==> config.mk <==
export PLATFORM = sky130hd
export DESIGN_NAME = trig_seq_ctrl
export DESIGN_NICKNAME = d
export VERILOG_FILES = /design/src/rtl/trig_seq_ctrl.sv
export SDC_FILE = /design/constraint.sdc
export NUM_CORES = 1
export LEC_CHECK = 0
export CORE_ASPECT_RATIO = 0.5
export CORE_UTILIZATION = 60
export CTS_BUF_LIST = sky130_fd_sc_hd__clkbuf_2 sky130_fd_sc_hd__clkbuf_4 sky130_fd_sc_hd__clkbuf_8
export DETAILED_ROUTE_END_ITERATION = 10
export GPL_TIMING_DRIVEN = 0
export PLACE_DENSITY = 0.86
export SLEW_MARGIN = 25
export SYNTH_ARGS = -nofsm -noshare
export SYNTH_HDL_FRONTEND = slang
export SYNTH_SLANG_ARGS = --single-unit
export TNS_END_PERCENT = 1
==> constraint.sdc <==
create_clock -name clock -period 3.6 [get_ports clock]
set_input_delay 0.36 -clock clock [delete_from_list [all_inputs] [get_ports clock]]
set_output_delay 0.36 -clock clock [all_outputs]
set_load 0.01 [all_outputs]
==> src/rtl/trig_seq_ctrl.sv <==
// Multi-stage trigger sequencer: up to four masked compare stages with per-stage sample
// offsets, followed by a post-trigger capture window. Optional watchdog: TRIG_TIMEOUT_EN.
module trig_seq_ctrl #(
  parameter int CNT_W   = 17,
  parameter int DATA_W  = 33,
  parameter int TIMEOUT = 1000000
) (
  input  logic              clock,
  input  logic              reset,
  input  logic [DATA_W-1:0] data,
  input  logic              sample_valid,
  input  logic              arm,
  input  logic              abort,
  input  logic              cfg_we,
  input  logic [3:0]        cfg_addr,
  input  logic [DATA_W-1:0] cfg_wdata,
  output logic              busy,
  output logic [1:0]        stage,
  output logic              triggered,
  output logic              capture_en,
  output logic              done,
  output logic              timeout
);

  typedef enum logic [1:0] {ST_IDLE, ST_ARMED, ST_POST, ST_DONE} state_t;

  state_t             state_q, state_d;
  logic [DATA_W-1:0]  value_q [4];
  logic [DATA_W-1:0]  value_d [4];
  logic [DATA_W-1:0]  mask_q [4];
  logic [DATA_W-1:0]  mask_d [4];
  logic [CNT_W-1:0]   offset_q [4];
  logic [CNT_W-1:0]   offset_d [4];
  logic [1:0]         num_stages_q, num_stages_d;
  logic [CNT_W-1:0]   post_count_q, post_count_d;
  logic [CNT_W-1:0]   cnt_q, cnt_d;
  logic [1:0]         stage_q, stage_d;
  logic               busy_q, busy_d;
  logic               trig_q, trig_d;
  logic               cap_q, cap_d;
  logic               done_q, done_d;
  logic               cfg_open;
  logic               match;
  logic               last_stage;

`ifdef TRIG_TIMEOUT_EN
  localparam int WD_W = (TIMEOUT > 1) ? $clog2(TIMEOUT) : 1;
  logic [WD_W-1:0] wd_q, wd_d;
  logic            tmo_q, tmo_d;
`endif

  assign cfg_open   = (state_q == ST_IDLE) || (state_q == ST_DONE);
  assign match      = (data & mask_q[stage_q]) == (value_q[stage_q] & mask_q[stage_q]);
  assign last_stage = (stage_q == num_stages_q);

  // Register file: writes land only while the sequencer is not running.
  always_comb begin
    value_d      = value_q;
    mask_d       = mask_q;
    offset_d     = offset_q;
    num_stages_d = num_stages_q;
    post_count_d = post_count_q;
    if (cfg_we && cfg_open) begin
      case (cfg_addr[1:0])
        2'd0:    value_d[cfg_addr[3:2]]  = cfg_wdata;
        2'd1:    mask_d[cfg_addr[3:2]]   = cfg_wdata;
        2'd2:    offset_d[cfg_addr[3:2]] = cfg_wdata[CNT_W-1:0];
        default: begin
          if (cfg_addr[3:2] == 2'd0)      num_stages_d = cfg_wdata[1:0];
          else if (cfg_addr[3:2] == 2'd1) post_count_d = cfg_wdata[CNT_W-1:0];
        end
      endcase
    end
  end

  always_comb begin
    state_d = state_q;
    stage_d = stage_q;
    cnt_d   = cnt_q;
    trig_d  = 1'b0;
`ifdef TRIG_TIMEOUT_EN
    wd_d    = wd_q;
    tmo_d   = 1'b0;
`endif
    case (state_q)
      ST_IDLE, ST_DONE: begin
        if (arm) begin
          state_d = ST_ARMED;
          stage_d = 2'd0;
          cnt_d   = '0;
`ifdef TRIG_TIMEOUT_EN
          wd_d    = '0;
`endif
        end
      end
      ST_ARMED: begin
        if (sample_valid) begin
          if (cnt_q != offset_q[stage_q]) begin
            cnt_d = cnt_q + CNT_W'(1);
          end else if (match) begin
            cnt_d = '0;
            if (last_stage) begin
              trig_d  = 1'b1;
              state_d = (post_count_q == '0) ? ST_DONE : ST_POST;
            end else begin
              stage_d = stage_q + 2'd1;
            end
          end else begin
            stage_d = 2'd0;
            cnt_d   = '0;
          end
        end
`ifdef TRIG_TIMEOUT_EN
        // A final match on the expiry cycle wins over the watchdog.
        if (!trig_d) begin
          if (wd_q == WD_W'(TIMEOUT - 1)) begin
            state_d = ST_IDLE;
            stage_d = 2'd0;
            cnt_d   = '0;
            tmo_d   = 1'b1;
          end else begin
            wd_d = wd_q + WD_W'(1);
          end
        end
`endif
      end
      ST_POST: begin
        if (sample_valid) begin
          if (cnt_q == post_count_q - CNT_W'(1)) begin
            state_d = ST_DONE;
            cnt_d   = '0;
          end else begin
            cnt_d = cnt_q + CNT_W'(1);
          end
        end
      end
      default: state_d = ST_IDLE;
    endcase
    if (abort) begin
      state_d = ST_IDLE;
      stage_d = 2'd0;
      cnt_d   = '0;
      trig_d  = 1'b0;
`ifdef TRIG_TIMEOUT_EN
      wd_d    = '0;
      tmo_d   = 1'b0;
`endif
    end
    busy_d = (state_d == ST_ARMED) || (state_d == ST_POST);
    cap_d  = (state_d == ST_POST);
    done_d = (state_d == ST_DONE);
  end

  always_ff @(posedge clock) begin
    if (reset) begin
      state_q      <= ST_IDLE;
      for (int k = 0; k < 4; k++) begin
        value_q[k]  <= '0;
        mask_q[k]   <= '0;
        offset_q[k] <= '0;
      end
      num_stages_q <= '0;
      post_count_q <= '0;
      cnt_q        <= '0;
      stage_q      <= '0;
      busy_q       <= 1'b0;
      trig_q       <= 1'b0;
      cap_q        <= 1'b0;
      done_q       <= 1'b0;
`ifdef TRIG_TIMEOUT_EN
      wd_q         <= '0;
      tmo_q        <= 1'b0;
`endif
    end else begin
      state_q      <= state_d;
      value_q      <= value_d;
      mask_q       <= mask_d;
      offset_q     <= offset_d;
      num_stages_q <= num_stages_d;
      post_count_q <= post_count_d;
      cnt_q        <= cnt_d;
      stage_q      <= stage_d;
      busy_q       <= busy_d;
      trig_q       <= trig_d;
      cap_q        <= cap_d;
      done_q       <= done_d;
`ifdef TRIG_TIMEOUT_EN
      wd_q         <= wd_d;
      tmo_q        <= tmo_d;
`endif
    end
  end

  assign busy       = busy_q;
  assign stage      = stage_q;
  assign triggered  = trig_q;
  assign capture_en = cap_q;
  assign done       = done_q;
`ifdef TRIG_TIMEOUT_EN
  assign timeout    = tmo_q;
`else
  assign timeout    = 1'b0;
`endif

endmodule

# After elaboration in Yosys (flattened, before gate mapping)
# Index checks and enable logic that the tools add are counted.
# op_classes
addsub,3
magnitude_cmp,3
eq_ne,18
muxes,39
bitwise_logic,9
n_reduce_logical,20
# op_table
operator,count
bitwise mux 132 bit,2
2-to-1 mux 33 bit,5
2-to-1 mux 17 bit,8
binary-select mux 33 bit (select 2 bit),2
bitwise mux 68 bit,1
bitwise AND 33 bit,2
demux 33 bit (select 2 bit),1
one-hot mux 17 bit (3 select lines),1
binary-select mux 17 bit (select 2 bit),1
demux 17 bit (select 2 bit),1
== test 33 bit,1
2-to-1 mux 2 bit,13
adder 17 x 1 -> 17 bit (second input constant),1
== test 17 bit,1
zero test 17 bit,1
!= test 17 bit,1
subtractor 17 x 1 -> 17 bit (second input constant),1
== test 2 bit (second input constant),5
== test 2 x 1 -> 1 bit (second input constant),4
!= test 2 bit (second input constant),4
greater-or-equal comparator 3 bit (second input constant),2
zero test 2 bit,3
NOT 2 -> 3 bit,2
one-hot mux 2 bit (3 select lines),1
other kinds (17),28
# totals
ff_bits,376
in_bits,76
output_inout_bits,7
word_cells,113

# Longest topological paths before layout
# Gate-level depths: netlist (run 1).
# depth
word_depth,13
depth_mapped,14

# Worst setup path before layout (run 1)
# OpenSTA, ideal clock, no wires.
# synth_path
path_type,reg-to-reg
start,register post_count_q[0]
end,"register busy_q, in the netlist busy"
t_arrival_ns,3.198
path_slack_ns,0.335
path_stages_with_launch,15
synth_period_minus_slack_ns,3.265
path_cell_list,dfxtp_1 -> inv_1 -> ha_1 -> or3b_2 -> clkbuf_1 -> nor4_1 -> xnor2_1 -> mux2i_1 -> a211o_1 -> o41ai_2 -> a31oi_1 -> a21o_1 -> nand2b_1 -> ha_1 -> nor2_1
# synth_via
elab_chain_cells,10
elab_cells_between_ends,15
cone_classes,add/sub: 1; eq/ne: 3; mux: 9; reduce/logical: 2
# synth_rtl
element,line_no,rtl
"start, declared",35,"logic [CNT_W-1:0] post_count_q, post_count_d;"
"start signal, assigned",180,post_count_q <= post_count_d;
branches (longest 6 deep; another with subtractor 17 x 1 -> 17 bit),-,
one-hot mux 2 bit (3 select lines) (*),85,case (state_q)
2-to-1 mux 2 bit (*),139,if (abort) begin
== test 2 x 1 -> 1 bit or == test 2 bit (tied branches),149,busy_d = (state_d == ST_ARMED) || (state_d == ST_POST);
logical OR 1 bit (*),149,
"end signal, assigned",183,busy_q <= busy_d;
"end, declared",38,"logic busy_q, busy_d;"
# Every way passes the cells marked *.
# A chain may end at the register's enable or synchronous reset.

# Worst setup path in the final report (run 1)
# layout_path
start,register state_q[0]
end,register value_q[3] (netlist name)
# layout_via
elab_chain_cells,4
elab_cells_between_ends,5
cone_classes,eq/ne: 1; reduce/logical: 4
# layout_rtl
element,line_no,rtl
"start, declared",27,"state_t state_q, state_d;"
"start signal, assigned",175,state_q <= state_d;
== test 2 bit or zero test 2 bit (tied branches),52,assign cfg_open = (state_q == ST_IDLE) || (state_q == ST_DONE);
logical OR 1 bit (*),52,
logical AND 1 bit (*),63,if (cfg_we && cfg_open) begin
AND reduction 2 bit (no source line) (*),-,
"end signal, assigned",176,value_q <= value_d;
"end, declared",28,logic [DATA_W-1:0] value_q [4];
# Every way passes the cells marked *; elsewhere a longest branch is shown, timed or not.

==> qor.yml, run 1 <==
cts:
  root_buffer: "clkbuf_8"
  clk_latency_ns: 0.65
  cts_buffer_depth: 3
  h-tree-depth: 2
  clk_pin_slew_ns: 0.07
  numCtsBuffers: 49
  cts_tree: "done"
  holdBufCountCts: 0
  cts_sinks: 376
critical_path:
  r2r-end: "value_q[3]"
  end_kind: "flip-flop"
  r2r_cells: 9
  reg2reg_slack_ns: 0.09
  critPathKind: "reg -> reg"
  path_max_fanout: 10
  cp.required_ns: 4.14
  cp_data_arrival_time_ns: 4.05
  r2r-start: "state_q[0]"
  cp-start-kind: "flip-flop"
detailed_routing:
  drc_errors: 0
  drt_pre_antenna_iters: 9
  drtIter0Drc: 2652
  drt-wirelength-per-cell_um: 21.7
  ant_nets: 0
  num_vias: 16600
  viasPerCell: 6.26
  drt_wl_total_um: 57500
timing:
  min_period_ns: 3.51
  setup-tns-final_ns: 0
  fin_crit_sh_pct: 97.5
  setup_viol: 0
  grt_setup_unrepaired: "no"
  finalMaxSlewViolations: 0
  hold_viol: 0
  relSlewSlack_pct: 24.6
  clock.fmax_mhz: 285
  worstMarginPinSlew_ns: 1.13
  finClkSkew_ns: 0.0305
power_and_ir_drop:
  totalPowerFinal_mw: 8.52
  ir_worst_vdd_mv: 0.267
  powerDensity_nw_per_um2: 450
  leakagePower_nw: 6.69
worst_hold_path:
  min-delay-start: "cfg_wdata[25]"
  hold_depth: 3
  whs_endpoint: "mask_q[124]"
  min_path_type: "in -> reg"
yosys:
  async_flop_share_pct: 0
  syn_area_um2: 16600
  syn-num-nets: 2206
  syn-mean-instance-area_um2: 7.84
  synth_area_leaders: "dfxtp_1 45%, nand2_1 17%, a21oi_1 11%"
  synth_top_cell_by_area: "dfxtp_1"
  synth_ff_type: "dfxtp_1"
  ys_ff_latch: 376
  ys_warn_count: 0
  yosysUniqueCellTypes: 61
  synth_top_area_share_pct: 45.2
  seq_area_frac_synth_pct: 45.2
  netlist_instances: 2124
  synth_edf_count: 0
finish:
  final_cell_mix: "732 x nand2_1, 376 x dfxtp_1, 367 x a21oi_1"
  drive_above_1_share_pct: 6.81
  finalInstanceArea_um2: 18900
  mostFrequentLayoutCell: "nand2_1"
  area_delta_synth_final_pct: 13.7
  fin_util_pct: 70.5
  final_cells: 2652
  nNetsFinal: 2321
floorplan:
  dieArea_um2: 28500
  die_width_um: 238
  die_h_um: 120
  fp-row-count: 42
  initial_core_util_pct: 62.0
  num_io_pins: 83
  floorplan.core_area_um2: 26900
placement:
  portBuffers: 65
  dp.cells: 2563
  dpl.hpwl_um: 40000
  gp_congestion: 1.05
  postPlaceCellArea_um2: 17800
run_status:
  status: "finished, final reports clean"
global_route:
  grt_max_degree: 14
  antenna_found_initial: 0
  grt_pass1_wl_um: 86000
  grt_overflow: 0
  grt_pass1_vias: 15200
  grtUsageTotal_pct: 39.9
flow_run:
  cap_violations: 0
==> power breakdown <==
part	total (mW)	internal [mW]	switching (mW)
Clock	3.57	1.86	1.71
Combinational	0.711	0.217	0.495
Sequential	4.24	4.21	0.0330
Total	8.52	6.28	2.24
==> critical path, cell delays in order (launching register included) <==
cell and delay [ns]:
dfxtp_1 0.37, inv_1 0.10, ha_1 0.28, clkbuf_1 0.35
nand2_1 0.17, or3_1 0.40, nor2_1 0.88, clkbuf_1 0.57
nand2_1 0.13, a21oi_1 0.17
==> sequential cells by signal, indices dropped and copies added (netlist names) <==
signal and cells:
busy 1, capture_en 1, cnt_q 17, done 1
mask_q 132, num_stages_q 2, offset_q 68, post_count_q 17
stage 2, state_q 2, triggered 1, value_q 132
==> layout make-up <==
type                            count  area (µm²)
Fill cell                        2078        7930
Tap cell                          374         468
Sequential cell                   376        7530
Multi-Input combinational cell   1570        8460
Clock buffer                       81        1010
Antenna cell                        2        5.00
Buffer                            162         668
Inverter                           15        58.8
Clock inverter                      7        72.6
Timing Repair Buffer               65         651
==> stage by stage <==
step,worst slack [ns],hold WS (ns)
floorplan,0.335,0.433
global placement,-0.695,0.439
detailed placement,-0.764,0.444
CTS,0.0143,0.0563
global route,0.0119,0.0866
finish,0.0892,0.0625
==> cells by family (layout without fill, tap and decap cells) <==
family	Yosys count	count (layout)	synth area share, %
adders and majority gates	6	6	0.451
and+or+nand+nor	883	883	21.7
xor gates and xnor gates	170	170	8.95
muxes	25	25	2.94
other	1	3	0.0225
AOI/OAI and AO/OA	485	485	16.4
DFF	376	376	45.2
buffers and inverters	178	330	4.31
==> what timing repair did <==
action,CTS,global route
gates resized for setup,11,11
pin swaps,0,2
setup buffers,0,0
setup endpoints to repair,8,3
==> metal layers <==
metal,wire (µm),GRT usage (%),vias up
li1,-,-,7314
met4,3750,23.2,0
met5,0,0,-
met3,8450,11.5,300
met1,21000,51.2,7718
met2,24300,60.4,1265
==> how the worst max path moves through the flow <==
stage / depth (start not counted) / to / from / slack (ns)
finish: 9 / value_q[3] / state_q[0] / 0.09
floorplan: 14 / busy / post_count_q[0] / 0.34
global placement: 13 / busy / stage[0] / -0.69
detailed placement: 13 / busy / stage[0] / -0.76
CTS: 13 / busy / stage[0] / 0.01
global route: 13 / busy / stage[1] / 0.01
==> Yosys cell counts (5+ instances only) <==
cell type / number
a21oi_1: 368
a221oi_1: 7
a222oi_1: 8
a22o_1: 5
a22oi_1: 33
a31oi_1: 29
and3_1: 16
buf_2: 5
clkbuf_1: 134
clkbuf_2: 16
dfxtp_1: 376
ha_1: 6
inv_1: 14
mux2i_1: 5
mux4_2: 19
nand2_1: 732
nand2b_1: 6
nand3_1: 34
nand3b_1: 7
nand4_1: 10
nor2_1: 34
nor2b_1: 7
nor3_1: 12
o21ai_0: 8
xnor2_1: 26
xor2_1: 144
Power figures use the tool's default switching activity.
==> run 2: changes to the inputs <==
--- a/config.mk
+++ b/config.mk
@@ -6,11 +6,12 @@
 export NUM_CORES = 1
 export LEC_CHECK = 0
 export CORE_ASPECT_RATIO = 0.5
-export CORE_UTILIZATION = 60
+export CORE_UTILIZATION = 50
 export CTS_BUF_LIST = sky130_fd_sc_hd__clkbuf_2 sky130_fd_sc_hd__clkbuf_4 sky130_fd_sc_hd__clkbuf_8
 export DETAILED_ROUTE_END_ITERATION = 10
 export GPL_TIMING_DRIVEN = 0
-export PLACE_DENSITY = 0.86
+export PLACE_DENSITY = 0.74
+export REMOVE_ABC_BUFFERS = 1
 export SLEW_MARGIN = 25
 export SYNTH_ARGS = -nofsm -noshare
 export SYNTH_HDL_FRONTEND = slang
==> run 2 against run 1 <==
Against the previous run:
- non-clock buffer count down 121
- sequential cell count unchanged
- core utilization fell by 11 points
- hold slack better by 0.39 ns
- clock skew is 0.014 ns higher
- worst setup slack improved by 0.094 ns
- largest cell class unchanged
- largest power group unchanged
==> qor.yml, run 2 (synthesized netlist as in run 1, its figures left out) <==
detailed_routing:
  maxUsedRoutingLayer: "met4"
  drt-wirelength-per-cell_um: 18.2
  wl_met2_um: 21600
  ant_nets: 0
  viasPerCell: 5.70
  drtIter0Drc: 1487
  drt_pre_antenna_iters: 6
  wl_met1_um: 20800
  num_vias: 14800
  drc_errors: 0
  wl_met3_um: 3660
  drt_wl_total_um: 47200
global_route:
  grt_pass1_vias: 13800
  grt_pass1_wl_um: 74100
  grt_max_degree: 122
  antenna_found_initial: 0
  grt_overflow: 0
  grtUsageTotal_pct: 27.5
cts:
  cts_setup_buffers: 0
  h-tree-depth: 2
  numCtsBuffers: 54
  clk_latency_ns: 0.65
  cts_buffer_depth: 3
  clk_pin_slew_ns: 0.07
  root_buffer: "clkbuf_8"
  cts_tree: "done"
  cts_sinks: 376
placement:
  post-place-ws_ns: -0.243
  gp_congestion: 0.884
  portBuffers: 81
  postPlaceCellArea_um2: 17900
  dpl.hpwl_um: 30700
timing:
  min_period_ns: 3.42
  clock.fmax_mhz: 293
  finClkSkew_ns: 0.0446
  fin_crit_sh_pct: 94.9
  whs_ns: 0.453
  hold_viol: 0
  finalMaxSlewViolations: 0
  setup-tns-final_ns: 0
  worstMarginPinSlew_ns: 0.925
  relSlewSlack_pct: 38.1
  setup_viol: 0
  setup_ws_ns: 0.183
power_and_ir_drop:
  powerDensity_nw_per_um2: 455
  ir_worst_vdd_mv: 0.210
  leakagePower_nw: 6.79
finish:
  nNetsFinal: 2205
  largestRegisters: "mask_q (132), value_q (132), offset_q (68)"
  fin_util_pct: 59.7
  mostFrequentLayoutCell: "nand2_1"
  drive_above_1_share_pct: 8.36
  n_antenna_cell: 0
  finalInstanceArea_um2: 19200
  final_cell_mix: "725 x nand2_1, 374 x dfxtp_1, 368 x a21oi_1"
  area_delta_synth_final_pct: 15.5
critical_path:
  end_kind: "flip-flop"
  cp_data_arrival_time_ns: 3.95
  cp.required_ns: 4.14
  cp-start-kind: "flip-flop"
  critPathKind: "reg -> reg"
  path_max_fanout: 8
flow_run:
  cap_violations: 0
floorplan:
  floorplan.core_area_um2: 32200
  num_io_pins: 83
  fp-row-count: 46
  die_h_um: 131
  dieArea_um2: 34100
  initial_core_util_pct: 51.6
  die_width_um: 260
worst_hold_path:
  min_path_type: "reg -> reg"
run_status:
  status: "finished, final reports clean"
## run 2: changes by cell type in the layout (fill, tap and decap cells not counted), sizes merged
| cell | before | now |
|---|---|---|
| clkbuf | 230 | 80 |
| clkinv | 3 | 12 |
| bufinv | 1 | 4 |
| dlygate4sd3 | 0 | 1 |
| diode | 2 | 0 |
| clkinvlp | 1 | 2 |
| inv | 17 | 16 |
| buf | 13 | 25 |
| clkdlybuf4s50 | 65 | 80 |
## run 2: what timing repair did
action | 4_1_cts | 5_1_grt
hold buffers | 1 | 0
gates resized for setup | 1 | 7
endpoints found under the setup margin | 3 | 20
endpoints found under the hold margin | 12 | 0
pin swaps | 0 | 1
## run 2: stage by stage
| step | instances | power (mW) |
|---|---|---|
| finish | 2598 | 8.76 |
| global placement | 2474 | 4.92 |
| detailed placement | 2498 | 4.95 |
| floorplan | 1961 | 4.57 |
| CTS | 2598 | 8.77 |
| global route | 2598 | 9.05 |
## run 2: area by class of cell
cell class / count / area (µm²)
clock buffers: 80 / 1030
clock inverters: 19 / 224
flip-flops and latches: 376 / 7530
inverters: 15 / 58.8
repair buffers: 106 / 1310
well taps: 432 / 541
multi-input cells: 1570 / 8530
fillers: 2818 / 13000
## run 2: worst paths after layout
| path | start | endpoint | slack (ns) | cells after the start |
|---|---|---|---|---|
| max reg2reg | post_count_q[4] | busy | 0.18 | 11 |
| min | offset_q[19] | offset_q[19] | 0.45 | 2 |
| min reg2reg | offset_q[19] | offset_q[19] | 0.45 | 2 |
| max | post_count_q[4] | busy | 0.18 | 11 |
## run 2: where the power goes
part | internal [mW] | total (mW) | switching, mW
registers | 4.21 | 4.24 | 0.0304
clock network | 2.14 | 3.88 | 1.74
logic | 0.227 | 0.633 | 0.406
total | 6.58 | 8.76 | 2.18
## run 2: layer usage
metal | GRT usage (%) | vias up
met4 | 8.89 | 0
met3 | 4.98 | 102
met5 | 0 | -
li1 | - | 7084
met1 | 37.2 | 7046
met2 | 44.8 | 566
## run 2: critical path, cell delays in order, from the launching register on
cell	delay [ns]
dfxtp_1	0.39
or4_4	0.67
a221oi_2	0.29
a22oi_1	0.12
nor4_1	0.32
nand4_1	0.27
o41ai_4	0.45
a31oi_1	0.11
a21o_1	0.21
nand2b_1	0.14
ha_1	0.29
nor2_1	0.10
